## config.mk

```make
export PLATFORM = sky130hd
export DESIGN_NAME = ifu_fetch
export DESIGN_NICKNAME = d
export VERILOG_FILES = /design/src/rtl/ifu_fetch.sv
export SDC_FILE = /design/constraint.sdc
export NUM_CORES = 1
export LEC_CHECK = 0
export CAP_MARGIN = 20
export CORE_ASPECT_RATIO = 1.1
export CORE_MARGIN = 2
export CORE_UTILIZATION = 47
export CTS_CLUSTER_DIAMETER = 200
export CTS_CLUSTER_SIZE = 28
export DETAILED_ROUTE_END_ITERATION = 12
export DONT_BUFFER_PORTS = 1
export PLACE_DENSITY = 0.59
export SYNTH_ARGS = -nofsm -noshare
export SYNTH_HDL_FRONTEND = slang
export SYNTH_SLANG_ARGS = --single-unit
```

## constraint.sdc

```tcl
create_clock -name clk -period 2.55 [get_ports clk]
set_input_delay 0.1275 -clock clk [delete_from_list [all_inputs] [get_ports clk]]
set_output_delay 0.1275 -clock clk [all_outputs]
set_load 0.02 [all_outputs]
```

## src/rtl/ifu_fetch.sv

```systemverilog
// Instruction fetch unit: single-outstanding AXI-lite read master feeding decode over valid/ready.
// Define IFU_PERF_CNT_EN to add the perf_fetch_cnt / perf_stall_cnt outputs.
module ifu_fetch #(
  parameter logic [31:0] RESET_PC = 32'h8000_0000,
  parameter logic [31:0] NOP_INST = 32'h0000_0013
) (
  input  logic        clk,
  input  logic        rst_n,
  output logic [31:0] araddr,
  output logic        arvalid,
  input  logic        arready,
  input  logic [31:0] rdata,
  input  logic [1:0]  rresp,
  input  logic        rvalid,
  output logic        rready,
  output logic [31:0] inst,
  output logic [31:0] inst_pc,
  output logic        inst_fault,
  output logic        inst_valid,
  input  logic        inst_ready,
  input  logic        redirect_valid,
  input  logic [31:0] redirect_pc
`ifdef IFU_PERF_CNT_EN
  ,
  output logic [31:0] perf_fetch_cnt,
  output logic [31:0] perf_stall_cnt
`endif
);

  typedef enum logic [1:0] {StIdle, StAddr, StData, StHold} state_e;

  state_e      state_q, state_d;
  logic [31:0] pc_q, pc_d;
  logic [31:0] araddr_q, araddr_d;
  logic [31:0] inst_q, inst_d;
  logic [31:0] inst_pc_q, inst_pc_d;
  logic        inst_fault_q, inst_fault_d;
  logic        discard_q, discard_d;
  logic        ar_hs, r_hs;
  logic [31:0] redirect_tgt;

  assign arvalid    = (state_q == StAddr);
  assign rready     = (state_q == StData);
  assign inst_valid = (state_q == StHold);
  assign araddr     = araddr_q;
  assign inst       = inst_q;
  assign inst_pc    = inst_pc_q;
  assign inst_fault = inst_fault_q;

  assign ar_hs        = arvalid && arready;
  assign r_hs         = rready && rvalid;
  assign redirect_tgt = {redirect_pc[31:2], 2'b00};

  always_comb begin
    state_d      = state_q;
    pc_d         = pc_q;
    araddr_d     = araddr_q;
    inst_d       = inst_q;
    inst_pc_d    = inst_pc_q;
    inst_fault_d = inst_fault_q;
    discard_d    = discard_q;

    unique case (state_q)
      StIdle: begin
        if (redirect_valid) pc_d = redirect_tgt;
        state_d = StAddr;
      end
      StAddr: begin
        // The in-flight AR keeps its latched address; its response will be dropped.
        if (redirect_valid) begin
          pc_d      = redirect_tgt;
          discard_d = 1'b1;
        end
        if (ar_hs) state_d = StData;
      end
      StData: begin
        if (redirect_valid) begin
          pc_d      = redirect_tgt;
          discard_d = 1'b1;
        end
        if (r_hs) begin
          if (discard_q || redirect_valid) begin
            discard_d = 1'b0;
            state_d   = StAddr;
          end else begin
            inst_d       = rdata;
            inst_pc_d    = pc_q;
            inst_fault_d = (rresp != 2'b00);
            state_d      = StHold;
          end
        end
      end
      StHold: begin
        // Redirect flushes the held instruction even if decode accepts it this cycle.
        if (redirect_valid) begin
          pc_d    = redirect_tgt;
          state_d = StAddr;
        end else if (inst_ready) begin
          pc_d    = pc_q + 32'd4;
          state_d = StAddr;
        end
      end
      default: state_d = StIdle;
    endcase

    if ((state_q != StAddr) && (state_d == StAddr)) araddr_d = pc_d;
  end

  always_ff @(posedge clk or negedge rst_n) begin
    if (!rst_n) begin
      state_q      <= StIdle;
      pc_q         <= RESET_PC;
      araddr_q     <= RESET_PC;
      inst_q       <= NOP_INST;
      inst_pc_q    <= RESET_PC;
      inst_fault_q <= 1'b0;
      discard_q    <= 1'b0;
    end else begin
      state_q      <= state_d;
      pc_q         <= pc_d;
      araddr_q     <= araddr_d;
      inst_q       <= inst_d;
      inst_pc_q    <= inst_pc_d;
      inst_fault_q <= inst_fault_d;
      discard_q    <= discard_d;
    end
  end

`ifdef IFU_PERF_CNT_EN
  logic [31:0] fetch_cnt_q, stall_cnt_q;

  always_ff @(posedge clk or negedge rst_n) begin
    if (!rst_n) begin
      fetch_cnt_q <= '0;
      stall_cnt_q <= '0;
    end else begin
      if (inst_valid && inst_ready && !redirect_valid) fetch_cnt_q <= fetch_cnt_q + 32'd1;
      if ((arvalid && !arready) || (rready && !rvalid)) stall_cnt_q <= stall_cnt_q + 32'd1;
    end
  end

  assign perf_fetch_cnt = fetch_cnt_q;
  assign perf_stall_cnt = stall_cnt_q;
`endif

endmodule

```

### Yosys cells after proc, flatten, opt, wreduce, memory -nomap -nowiden

Cells that the tools add are included.

* multiplexer cells: 14
* equal/unequal tests: 5
* add/sub/neg operators: 1
* reduce and logical (&&, ||, !) cells: 9
* bitwise operators: 1

Operators with widths (count)
* $mux W32: 3
* $pmux W32 S2: 1
* $add A32 B3 Y32 const B: 1
* $mux W2: 5
* $pmux W2 S4: 1
* $eq A2 B1 Y1 const B: 2
* $eq A2 B2 Y1 const B: 2
* $reduce_bool A2 Y1: 2
* $logic_and A1 B1 Y1: 3
* $mux W1: 3
* $reduce_and A3 Y1: 1
* $reduce_or A3 Y1: 1
* $logic_not A2 Y1: 1
* $ne A2 B1 Y1 const B: 1
* $pmux W1 S2: 1
* $logic_or A1 B1 Y1: 1
* $not A1 Y1: 1

* output and inout bits: 100
* word-level logic and storage cells: 37
* input port bits: 72
* flip-flop bits (word level): 132

### Logic depth before layout (Yosys ltp)

Gate-level depths: netlist of the first run.

* depth after elaboration: 6
* gate-level depth with buffers: 8
* gate-level depth less buffers: 7

### Worst setup path before layout of the first run

OpenSTA, ideal clock, no wires.

* kind: reg2reg
* from: register state_q[1]
* to: register araddr_q[25] (netlist: araddr[25])
* arrival time: 2.232 ns
* cell stages (with the launch flop): 8
* setup time: 0.128 ns
* data required time: 2.422 ns
* setup slack: 0.191 ns
* period minus slack after synthesis: 2.359 ns
* buffers on the path: 1
* cells stage by stage: dfrtp_1 > ha_1 > clkbuf_1 > nand4_1 > nor4_2 > nand4_1 > mux2i_1 > mux2_1

* elaborated cells between the ends (all ways): 16
* those cells by class: 5 x eq/ne; 6 x mux; 5 x reduce/logical

RTL lines
* start: declaration: RTL line 32 `state_e state_q, state_d;`
* start signal: assignment: RTL line 111 `state_q <= StIdle;`
* start signal: assignment: RTL line 119 `state_q <= state_d;`
* $eq A2 B2 Y1
* via inst_valid: RTL line 19 `output logic inst_valid,`
* $pmux W32 S2: RTL line 63 `unique case (state_q)`
* via pc_d[25]: RTL line 33 `logic [31:0] pc_q, pc_d;`
* end signal: assignment: RTL line 121 `araddr_q <= araddr_d;`
* end: declaration: RTL line 34 `logic [31:0] araddr_q, araddr_d;`

The timed path passes the listed nets, and every way through them passes these cells.
A chain may end at the register's enable or synchronous reset.

### Worst setup path after layout of the first run

* from: register pc_q[16]
* to: register araddr_q[28] (netlist: araddr[28])

* word-level cells in the longest chain between the ends: 4

RTL lines
* start: declaration: RTL line 33
* start signal: assignment: RTL line 120 `pc_q <= pc_d;`
* $add A32 B3 Y32: RTL line 99 `pc_d = pc_q + 32'd4;`
* $mux W32: RTL line 98 `end else if (inst_ready) begin`
* $mux W32: RTL line 95 `if (redirect_valid) begin`
* $pmux W32 S2: RTL line 63
* via pc_d[28]: RTL line 33

The timed path passes the listed nets, and every way through them passes these cells.

==> reports/qor.yml, run 1 <==
outcome:
  run_status: "complete, but fails checks"
  violations: "hold timing"
place:
  gp_congestion: 0.8115
  dp.cells: 596
  io_buffers: 0
  hpwlAfterDp_mm: 8.563
setup_path:
  crit_arrival_ns: 2.62
  crit_type: "reg2reg"
  crit_required_ns: 2.84
  setup.worst_path.start_class: "register"
  crit_start: "pc_q[16]"
  r2r-start: "pc_q[16]"
  cp_max_fo: 12
  end_kind: "register"
  reg2reg_depth: 5
finish:
  antenna_cells: 0
  layout-drive-gt1-share_pct: 27.27
  nets: 605
  syn_to_final_growth_pct: 26.56
  fin_cells: 693
floorplanning:
  die_h_um: 119.8
  num_rows: 42
  dieArea_mm2: 0.01309
  io_pins: 172
  fp.dieW_um: 109.3
  initial_utilization_pct: 47.82
  fp.coreArea_mm2: 0.01198
global_routing:
  grt_antenna_before_repair: 0
  grt.total_usage_pct: 21.90
  grt_max_degree: 133
  overflow: 0
  grt_pass1_wl_mm: 21.80
  grt_pass1_vias: 4183
sta:
  hold_viol: 132
  slew_viol_final: 0
  rsz0062_at_grt: "false"
  max_freq_mhz: 429.8
  fin_crit_sh_pct: 91.25
  min_period_ns: 2.327
  slew_headroom_pct: 64.27
  finalSetupViolCount: 0
  holdWs_ns: -0.5853
  clock_skew_ns: 0.007028
  worst_pin_slew_ns: 0.5311
  tns_ns: 0
yosys:
  syn_nets: 528
  seq_area_frac_synth_pct: 57.79
  syn_inst: 449
  async_reset_ff_share_pct: 100.0
  synthDistinctLibCells: 46
  synth_edf_count: 0
  netlist_area_mm2: 0.005729
  yosys_warnings: 0
  ys_ff_latch: 132
  syn_avg_cell_area_um2: 12.76
  synth_flop_cell: "dfrtp_1"
clocking:
  cts_root_buf: "clkbuf_16"
  clk_pin_slew_ns: 0.06
  holdBufCountCts: 65
  clock-sinks: 132
  cts_tree: "built"
  clk_latency_ns: 0.40
  htree_levels: 4
  clockBufferDepth: 2
  cts-buffers-inserted: 17
drt:
  dr.pass1.iters: 6
  drt_iter0_markers: 191
  routed_via_density: 5.593
  drtAntennaViolNets: 0
  route.detailed.drc: 0
  num_vias: 3876
  routed_wl_mm: 13.53
  wl_per_cell_um: 19.52
worst_hold_path:
  holdCritPathClass: "in2async"
power_and_ir_drop:
  power_leakage_nw: 3.273
  ir_worst_vdd_v: 0.0005497
  powerDensity_mw_per_mm2: 1089
  power_mw: 7.898
job:
  maxCapViolCount: 0
-- kinds of logic (layout without fill, tap and decap cells) --
logic type / after synthesis / count (layout) / synth area share (%)
mux: 103 / 103 / 19.94
xor+xnor: 12 / 12 / 1.834
compound gates: 57 / 57 / 6.312
fa+ha+maj: 7 / 7 / 1.529
flops: 132 / 132 / 57.79
buf+inv: 38 / 128 / 2.599
simple gates: 100 / 100 / 10.00
-- synth_stat cells (all sizes together) (5+ instances only) --
cell,n,share of area [%]
dfrtp,126,55
ha,7,1.5
clkbuf,12,0.79
buf,9,0.70
inv,17,1.1
and3,6,0.66
nor3,10,0.87
o21ai,17,1.5
nor2,11,0.72
mux2i,14,2.4
nand3,12,1.0
nor2b,6,0.66
mux2,89,17
nand4,11,1.3
a31oi,6,0.66
nor4,8,1.2
dfstp,6,2.8
a21oi,9,0.79
nand2,21,1.4
xnor2,10,1.5
o21a,5,0.66
-- layout by cell type (no fill, tap or decap), drive strengths merged, types with 8 or more instances in the layout --
master and n:
nand3 12, nor4 8, mux2 89, o21ai 17, nor2 11, dlygate4sd3 64, nand2 21, mux2i 14
xnor2 10, nand4 11, dfrtp 126, buf 15, inv 21, nor3 10, a21oi 9, clkbuf 20
-- timing repair --
item                                   4_1_cts  5_1_grt
setup endpoints to repair                    0        1
setup buffers                                0        0
gates resized for setup                      0        1
endpoints found under the hold margin      203      132
-- sequential cells by signal (all words and copies together) (netlist names) --
signal / cells
inst_fault: 1
state_q: 2
inst_pc: 32
araddr: 32
pc_q: 32
discard_q: 1
inst: 32
-- where the power goes --
group          leakage, nW  switching, mW  internal (mW)
clock                0.286          0.930           1.49
combinational         1.31          0.613          0.874
sequential            1.68           1.23           2.77
-- worst paths after layout --
check,end,slack (ns)
worst max-delay path,araddr[28],0.22
worst min register to register,inst_pc[0],0.50
worst max register to register,araddr[28],0.22
min in group clk,pc_q[23],0.01
max in group asynchronous,inst[4],2.89
worst min-delay path,inst_pc[15],-0.59
-- per-layer routing --
layer | up-vias | wire (um) | GRT usage [%]
met1 | 1930 | 5532 | 27.02
li1 | 1781 | - | -
met4 | 0 | 246 | 7.991
met2 | 149 | 6674 | 35.40
met5 | - | 0 | 0
met3 | 16 | 1076 | 7.659
-- stage by stage --
stage | instance area (um2) | setup slack, ns | hold slack [ns] | util, %
floorplan | 5729 | 0.1906 | -0.1681 | -
global placement | 5995 | 0.2434 | -0.1635 | 50.03
detailed placement | 5995 | 0.1734 | -0.1636 | 50.03
CTS | 7248 | 0.1682 | -0.6007 | 60.50
global route | 7251 | 0.07382 | -0.6085 | 60.52
finish | 7251 | 0.2231 | -0.5853 | 60.52
-- worst max-delay path: stages (launching register included) --
cell and delay [ns]:
dfrtp_1 0.38, nand4_1 0.23, or4_4 0.71, o31a_1 0.33, o31a_1 0.29, mux2_2 0.26
-- area by class of cell --
class,instances,area [um2]
Clock buffer,20,446.7
Clock inverter,12,146.4
Fill cell,970,4731
Inverter,17,63.81
Multi-Input combinational cell,279,2287
Sequential cell,132,3311
Tap cell,154,192.7
Timing Repair Buffer,79,803.3
(Power assumes the default switching activity.)
==> run 2, diff against run 1 <==
==> constraint.sdc (replaced) <==
create_clock -name clk -period 2.2 [get_ports clk]
set_input_delay 0.11 -clock clk [delete_from_list [all_inputs] [get_ports clk]]
set_output_delay 0.11 -clock clk [all_outputs]
set_load 0.02 [all_outputs]
==> reports/qor.yml, run 2 (synthesis results as in run 1) <==
global_routing:
  grt_pass1_vias: 3985
  grt_pass1_wl_mm: 21.24
  grt.total_usage_pct: 21.54
  grt_max_degree: 133
  grt_antenna_before_repair: 0
  overflow: 0
clocking:
  clk_latency_ns: 0.41
  cts-buffers-inserted: 17
  clk_pin_slew_ns: 0.06
  holdBufCountCts: 69
  cts_root_buf: "clkbuf_16"
  clock-sinks: 132
  clockBufferDepth: 2
  htree_levels: 4
  cts_tree: "built"
drt:
  dr.pass1.iters: 4
  route.detailed.drc: 0
  routed_wl_mm: 13.61
  routed_via_density: 5.481
  wl_per_cell_um: 18.93
  num_vias: 3941
  drt_iter0_markers: 217
  drtAntennaViolNets: 0
sta:
  slew_viol_final: 0
  finalSetupViolCount: 0
  min_period_ns: 2.108
  clock_skew_ns: 0.007081
  max_freq_mhz: 474.5
  slew_headroom_pct: 72.67
  worst_pin_slew_ns: 0.4069
  rsz0062_at_grt: "true"
  holdWs_ns: -0.6090
  fin_crit_sh_pct: 95.80
  hold_viol: 132
finish:
  fillers: 929
  antenna_cells: 0
  layout-drive-gt1-share_pct: 30.44
  final_cell_mix: "dfrtp_1 (126), mux2_2 (88), dlygate4sd3_1 (68), buf_4 (30), nand2_1 (21)"
  nets: 631
  multi_input_area_mm2: 0.002335
  seq_area_mm2: 0.003311
  syn_to_final_growth_pct: 30.40
  final_util_pct: 62.35
  layout_commonest_cell: "dfrtp_1"
power_and_ir_drop:
  power.switching_mw: 3.169
  p_comb_share_pct: 21.1
  powerDensity_mw_per_mm2: 1211
  power_mw: 9.045
  power_frac_clock_pct: 28.0
  ir_worst_vdd_v: 0.0006510
  swShare_pct: 35.04
  power_leakage_nw: 3.389
  internal-power_mw: 5.876
  seqPwrFrac_pct: 51.0
floorplanning:
  fp.dieW_um: 109.3
  dieArea_mm2: 0.01309
  io_pins: 172
  num_rows: 42
  fp.coreArea_mm2: 0.01198
  initial_utilization_pct: 47.82
  die_h_um: 119.8
outcome:
  run_status: "complete, but fails checks"
  violations: "hold timing"
setup_path:
  crit_start: "pc_q[15]"
  crit_arrival_ns: 2.40
  end_kind: "register"
  cp_max_fo: 4
  setup.worst_path.start_class: "register"
  crit_required_ns: 2.49
  crit_type: "reg2reg"
  r2r-start: "pc_q[15]"
place:
  gp_congestion: 0.7539
  io_buffers: 0
  hpwlAfterDp_mm: 8.789
job:
  maxCapViolCount: 0
worst_hold_path:
  holdCritPathClass: "in2async"
==> run 2: changes by cell type in the layout (fill, tap and decap cells not counted), sizes merged <==
cell	change
buf	+22
clkbuf	+4
dlygate4sd3	+4
inv	-3
bufinv	-2
clkinvlp	+2
clkinv	-1
==> run 2: power groups by stage <==
stage          Clock, mW  Combinational [mW]  Sequential, mW
2_1_floorplan          0                1.27            4.46
3_3_place_gp           0                1.68            4.64
3_5_place_dp           0                1.75            4.66
6_report            2.53                1.91            4.61
5_1_grt             2.70                2.07            4.71
4_1_cts             2.59                1.88            4.62
==> run 2: routing by layer <==
layer | GRT usage, % | share of wire (%)
met2 | 35.05 | 50
met4 | 7.911 | 1.9
met1 | 26.60 | 42
met5 | 0 | 0
met3 | 7.116 | 6.7
==> run 2: final timing paths <==
check                                  end  slack, ns  cells past startpoint
worst max-delay path            araddr[28]       0.09                      5
worst max register to register  araddr[28]       0.09                      5
min in group clk                state_q[1]       0.04                      3
worst min-delay path             discard_q      -0.61                      0
worst min register to register  inst_pc[1]       0.49                      1
max in group asynchronous       araddr[31]       2.54                      0
==> run 2: layout make-up <==
class,count,area share [%]
inverters,17,0.8541
repair buffers,105,13.87
clock inverters,8,0.6867
well taps,154,2.579
flip-flops and latches,132,44.31
clock buffers,24,6.448
multi-input cells,279,31.25
==> run 2: critical path: stages (launching register included) <==
cell and delay, ns:
dfrtp_1 0.35, nand4_1 0.16, or4_4 0.61, o31a_1 0.31, o31a_1 0.29, mux2_2 0.26
==> run 2: repair_timing <==
item / in CTS / in global routing
setup endpoints to repair: 0 / 30
hold endpoints to repair: 213 / 132
setup buffers: 0 / 1
resized for setup: 0 / 9
==> run 2: stage by stage <==
stage	setup slack [ns]	instance area, um2	cells	TNS, ns	hold slack, ns
4_1_cts	0.0001807	7417	718	0	-0.6276
5_1_grt	-0.02049	7471	719	-0.02049	-0.6325
3_3_place_gp	0.07516	6176	617	0	-0.1810
3_5_place_dp	0.02274	6176	617	0	-0.1811
6_report	0.09247	7471	719	0	-0.6090
2_1_floorplan	-0.03968	5746	449	-0.05126	-0.1856
